$ cat config.mk
export PLATFORM = sky130hd
export DESIGN_NAME = bus_arbiter_flat
export DESIGN_NICKNAME = d
export VERILOG_FILES = /design/src/rtl/bus_arbiter_if.sv /design/src/rtl/bus_arbiter.sv /design/src/flat_wrapper.sv
export SDC_FILE = /design/constraint.sdc
export NUM_CORES = 1
export LEC_CHECK = 0
export CORE_MARGIN = 1.5
export CORE_UTILIZATION = 44
export DETAILED_ROUTE_END_ITERATION = 16
export HOLD_SLACK_MARGIN = 0.12
export PLACE_DENSITY = 0.75
export SLEW_MARGIN = 10
export SYNTH_ARGS = -nofsm -noshare
export SYNTH_HDL_FRONTEND = slang
export SYNTH_SLANG_ARGS = --single-unit
$ cat constraint.sdc
create_clock -name clk -period 1.81 [get_ports clk]
set_input_delay 0.362 -clock clk [delete_from_list [all_inputs] [get_ports clk]]
set_output_delay 0.362 -clock clk [all_outputs]
set_load 0.03 [all_outputs]
$ cat src/rtl/bus_arbiter_if.sv
// Bus-side signal bundle for the two-master round-robin arbiter.
// The master modport is the arbiter's view; the slave modport is the requester/slave-side view.
interface bus_arbiter_if;
    logic       m1_req;
    logic       m2_req;
    logic [1:0] m1_slave_id;
    logic [1:0] m2_slave_id;
    logic       bus_done;
    logic       m1_grant;
    logic       m2_grant;
    logic [2:0] slave_sel;
    logic       bus_busy;
    logic       dec_err;
    logic       timeout_err;

    modport master (
        input  m1_req, m2_req, m1_slave_id, m2_slave_id, bus_done,
        output m1_grant, m2_grant, slave_sel, bus_busy, dec_err, timeout_err
    );

    modport slave (
        output m1_req, m2_req, m1_slave_id, m2_slave_id, bus_done,
        input  m1_grant, m2_grant, slave_sel, bus_busy, dec_err, timeout_err
    );
endinterface

$ cat src/rtl/bus_arbiter.sv
// Round-robin owner of the serial system bus for two masters and three slaves.
// Optional BUSY watchdog with forced release is enabled by defining ARB_TIMEOUT_EN.
module bus_arbiter #(
    parameter int unsigned TIMEOUT_CYCLES = 1023,
    parameter int unsigned CNT_W          = 16
) (
    input  logic          clk,
    input  logic          reset,
    bus_arbiter_if.master bus
);

    typedef enum logic [1:0] {
        IDLE    = 2'd0,
        GRANT   = 2'd1,
        BUSY    = 2'd2,
        RELEASE = 2'd3
    } state_t;

    // Masters are encoded 0 = M1, 1 = M2 for owner bookkeeping.
    state_t     state_r;
    logic       last_owner_r;
    logic       owner_r;
    logic       m1_grant_r;
    logic       m2_grant_r;
    logic [2:0] slave_sel_r;
    logic       bus_busy_r;
    logic       dec_err_r;
    logic       timeout_err_r;

    logic       any_req_s;
    logic       winner_s;
    logic [1:0] win_id_s;
    logic       owner_req_s;
    logic       timeout_hit_s;

`ifdef ARB_TIMEOUT_EN
    localparam logic [CNT_W-1:0] WDOG_LAST = CNT_W'(TIMEOUT_CYCLES - 1);
    logic [CNT_W-1:0] wdog_r;
`endif

    function automatic logic [2:0] id_to_sel(input logic [1:0] id);
        logic [2:0] sel;
        case (id)
            2'd0:    sel = 3'b001;
            2'd1:    sel = 3'b010;
            2'd2:    sel = 3'b100;
            default: sel = 3'b000;
        endcase
        return sel;
    endfunction

    // Winner selection and release-condition decode
    always_comb begin
        any_req_s   = bus.m1_req | bus.m2_req;
        winner_s    = 1'b0;
        if (bus.m1_req && bus.m2_req) begin
            winner_s = ~last_owner_r;
        end else if (bus.m2_req) begin
            winner_s = 1'b1;
        end else begin
            winner_s = 1'b0;
        end
        win_id_s    = winner_s ? bus.m2_slave_id : bus.m1_slave_id;
        owner_req_s = owner_r ? bus.m2_req : bus.m1_req;
`ifdef ARB_TIMEOUT_EN
        timeout_hit_s = (wdog_r == WDOG_LAST);
`else
        timeout_hit_s = 1'b0;
`endif
    end

    // Arbitration state machine with registered outputs
    always_ff @(posedge clk or posedge reset) begin
        if (reset) begin
            state_r       <= IDLE;
            last_owner_r  <= 1'b1;
            owner_r       <= 1'b0;
            m1_grant_r    <= 1'b0;
            m2_grant_r    <= 1'b0;
            slave_sel_r   <= 3'b000;
            bus_busy_r    <= 1'b0;
            dec_err_r     <= 1'b0;
            timeout_err_r <= 1'b0;
`ifdef ARB_TIMEOUT_EN
            wdog_r        <= '0;
`endif
        end else begin
            dec_err_r     <= 1'b0;
            timeout_err_r <= 1'b0;
            case (state_r)
                IDLE: begin
                    if (any_req_s) begin
                        // A bad id still rotates priority so a stuck requester cannot starve its peer.
                        last_owner_r <= winner_s;
                        if (win_id_s == 2'd3) begin
                            dec_err_r <= 1'b1;
                            state_r   <= RELEASE;
                        end else begin
                            owner_r     <= winner_s;
                            m1_grant_r  <= ~winner_s;
                            m2_grant_r  <= winner_s;
                            slave_sel_r <= id_to_sel(win_id_s);
                            bus_busy_r  <= 1'b1;
                            state_r     <= GRANT;
                        end
                    end else begin
                        state_r <= IDLE;
                    end
                end
                GRANT: begin
`ifdef ARB_TIMEOUT_EN
                    wdog_r  <= '0;
`endif
                    state_r <= BUSY;
                end
                BUSY: begin
                    if (bus.bus_done || !owner_req_s || timeout_hit_s) begin
                        m1_grant_r    <= 1'b0;
                        m2_grant_r    <= 1'b0;
                        slave_sel_r   <= 3'b000;
                        bus_busy_r    <= 1'b0;
                        timeout_err_r <= timeout_hit_s & ~bus.bus_done & owner_req_s;
                        state_r       <= RELEASE;
                    end else begin
`ifdef ARB_TIMEOUT_EN
                        wdog_r  <= wdog_r + CNT_W'(1);
`endif
                        state_r <= BUSY;
                    end
                end
                RELEASE: begin
                    state_r <= IDLE;
                end
                default: begin
                    m1_grant_r  <= 1'b0;
                    m2_grant_r  <= 1'b0;
                    slave_sel_r <= 3'b000;
                    bus_busy_r  <= 1'b0;
                    state_r     <= IDLE;
                end
            endcase
        end
    end

    assign bus.m1_grant    = m1_grant_r;
    assign bus.m2_grant    = m2_grant_r;
    assign bus.slave_sel   = slave_sel_r;
    assign bus.bus_busy    = bus_busy_r;
    assign bus.dec_err     = dec_err_r;
    assign bus.timeout_err = timeout_err_r;

endmodule
$ cat src/flat_wrapper.sv
// flat-port wrapper written by rule: the top's interface ports become plain ports
module bus_arbiter_flat 
#(
    parameter int unsigned TIMEOUT_CYCLES = 1023,
    parameter int unsigned CNT_W          = 16
)
  (clk, reset, bus_m1_req, bus_m2_req, bus_m1_slave_id, bus_m2_slave_id, bus_bus_done, bus_m1_grant, bus_m2_grant, bus_slave_sel, bus_bus_busy, bus_dec_err, bus_timeout_err);
  bus_arbiter_if bus_i ();
  input  logic clk;
  input  logic reset;
  input wire logic [$bits(bus_i.m1_req)-1:0] bus_m1_req;
  input wire logic [$bits(bus_i.m2_req)-1:0] bus_m2_req;
  input wire logic [$bits(bus_i.m1_slave_id)-1:0] bus_m1_slave_id;
  input wire logic [$bits(bus_i.m2_slave_id)-1:0] bus_m2_slave_id;
  input wire logic [$bits(bus_i.bus_done)-1:0] bus_bus_done;
  output wire logic [$bits(bus_i.m1_grant)-1:0] bus_m1_grant;
  output wire logic [$bits(bus_i.m2_grant)-1:0] bus_m2_grant;
  output wire logic [$bits(bus_i.slave_sel)-1:0] bus_slave_sel;
  output wire logic [$bits(bus_i.bus_busy)-1:0] bus_bus_busy;
  output wire logic [$bits(bus_i.dec_err)-1:0] bus_dec_err;
  output wire logic [$bits(bus_i.timeout_err)-1:0] bus_timeout_err;
  assign bus_i.m1_req = bus_m1_req;
  assign bus_i.m2_req = bus_m2_req;
  assign bus_i.m1_slave_id = bus_m1_slave_id;
  assign bus_i.m2_slave_id = bus_m2_slave_id;
  assign bus_i.bus_done = bus_bus_done;
  assign bus_m1_grant = bus_i.m1_grant;
  assign bus_m2_grant = bus_i.m2_grant;
  assign bus_slave_sel = bus_i.slave_sel;
  assign bus_bus_busy = bus_i.bus_busy;
  assign bus_dec_err = bus_i.dec_err;
  assign bus_timeout_err = bus_i.timeout_err;
  bus_arbiter #(.TIMEOUT_CYCLES(TIMEOUT_CYCLES), .CNT_W(CNT_W)) u_core (.clk(clk), .reset(reset), .bus(bus_i));
endmodule
==> reports/qor.yml <==
path_clk_slew_ns: 0.07
nets: 91
numPortBuffers: 15
antenna_found_initial: 0
grt_max_degree: 12
design_area_um2: 828.3
die_h_um: 39.87
cp_top_family: "buffers and inverters"
min_period_over_period: 0.9278
preCtsSetupSlack_ns: -0.2447
ir_drop_mv: 0.8273
syn_area_um2: 598.1
synth_fp_nets: 67
io_pins: 17
setup_viol: 0
ys_types: 22
cpMaxStageDelayCell: "clkdlybuf4s50_1"
hold_path_class: "primary input to async pin"
use_met1: 0.2526
top_usage_layer: "met2"
grt_pass1_wl_mm: 1.856
grt.met2_usage: 0.2661
yosysSeqAreaShare: 0.4623
hold_viol: 0
cts_tree: "done"
drive_gt1_frac: 0.2179
cts_resized: 0
power_density_mw_per_mm2: 1558
grt_pass1_vias: 439
coreArea_mm2: 0.001285
fin_total_pwr_mw: 1.291
place_hpwl_um: 941.9
end_kind: "output port"
clock_latency_ns: 0.27
num_vias: 479
dp_cells: 89
slew_viol_final: 0
yosysWarningCount: 0
layout_common_cells: "13 x clkdlybuf4s50_1, 10 x dfrtp_1, 6 x o21ai_0"
totalWireLength_mm: 1.245
clock-root-buffer: "clkbuf_4"
postCtsHoldBufs: 0
vias_per_cell: 5.151
die-area_mm2: 0.001590
postPlaceCellArea_um2: 797.0
place_congestion: 0.7550
finalSetupTns_ns: 0
path_buf_inv: 1
cts_buffer_depth: 2
drc: 0
wl_per_cell_um: 13.39
hold_ws_ns: 0.3803
final_common_cell: "clkdlybuf4s50_1"
diodes: 0
cts.sink_count: 11
row_count: 13
ant_nets: 0
fin_ws_ns: 0.1308
max_stage_delay_ns: 0.69
grt_util_all_layers: 0.1811
cp.required_ns: 1.45
regToRegSetupSlack_ns: 0.15
drtIter0Drc: 13
post_cts_buffers: 0
fill_cells: 109
status: "complete, no violations"
rsz0062_at_grt: "false"
power.leakage_nw: 0.3934
die_w_um: 39.87
worst_clock_skew_ns: 0.0001352
dr.pass1.iters: 4
syn_area_per_cell_um2: 10.87
start_kind: "flip-flop"
initial_core_util: 0.4654
crit_fanout: 2
area_growth_pct: 38.49
fin_cells: 93
fin_crit_ns: 1.679
yosys_register_bits: 11
crit_chain: "clkdlybuf4s50_1"
fin_util: 0.6446
cts_buffers: 3
crit_type: "flip-flop to output port"
crit_arrival_ns: 1.32
syn_inst: 55
grt_overflow: 0
max_freq_mhz: 595.5
htree_levels: 1
grtUsageMet3: 0.05114
maxCapViolCount: 0
-- cell usage after synthesis, drive strengths merged --
| library cell | instances | area, um2 |
|---|---|---|
| inv | 4 | 15.01 |
| dfstp | 1 | 26.28 |
| nand2b | 2 | 12.51 |
| o21ai | 6 | 30.03 |
| a22o | 2 | 17.52 |
| conb | 1 | 3.750 |
| a32o | 2 | 22.52 |
| a21oi | 1 | 5.000 |
| or3b | 1 | 8.760 |
| mux2i | 3 | 30.03 |
| dfrtp | 10 | 250.2 |
| nor2 | 4 | 15.01 |
| a21boi | 1 | 18.77 |
| mux2 | 3 | 33.78 |
| o2bb2ai | 2 | 17.52 |
| o22ai | 1 | 6.260 |
| a31oi | 1 | 6.260 |
| ha | 3 | 37.54 |
| nand3b | 1 | 7.510 |
| nand2 | 4 | 15.01 |
| a221o | 1 | 11.26 |
| buf | 1 | 7.510 |
-- kinds of logic after synthesis --
logic type | Yosys count | synth area share
compound gates | 17 | 0.2260
fa+ha+maj | 3 | 0.06277
buf+inv | 5 | 0.03765
flops | 11 | 0.4624
mux | 6 | 0.1067
other cells | 1 | 0.006270
simple gates | 12 | 0.09832
-- power by group --
group          internal, mW  switching (mW)
clock network        0.0853          0.0872
logic                 0.325           0.373
registers             0.359          0.0614
-- path summary, 6_finish.rpt --
check / startpoint / to / cells after the start
max: u_core.bus.slave_sel[0] / bus_slave_sel[0] / 1
min: reset / u_core.bus.m1_grant / 2
max reg2reg: u_core.state_r[0] / u_core.bus.slave_sel[0] / 6
min reg2reg: u_core.bus.slave_sel[1] / u_core.bus.slave_sel[1] / 1
max in group asynchronous: reset / u_core.last_owner_r / 2
min in group clk: bus_m1_req / u_core.last_owner_r / 2
-- layer usage --
| metal | wire length (um) | vias to the layer above |
|---|---|---|
| met3 | 32 | 0 |
| met2 | 594 | 6 |
| met1 | 618 | 228 |
| met4 | 0 | 0 |
| met5 | 0 | - |
| li1 | - | 245 |
-- flip-flops by register name, summed over array words and instances, names as in the netlist --
name                  count
u_core.bus.m1_grant       1
u_core.bus.m2_grant       1
u_core.owner_r            1
u_core.bus.slave_sel      3
u_core.bus.dec_err        1
u_core.bus.bus_busy       1
u_core.state_r            2
u_core.last_owner_r       1
-- area by class of cell --
cell class / count / area (um2) / share of cell area
timing repair buffer: 20 / 192.7 / 0.2326
multi-input combinational: 39 / 299.0 / 0.3610
clock buffer: 4 / 26.28 / 0.03172
sequential: 11 / 276.5 / 0.3338
inverter: 4 / 15.01 / 0.01813
tap: 15 / 18.77 / 0.02266
Note: power is estimated with default switching activity, not from simulation.
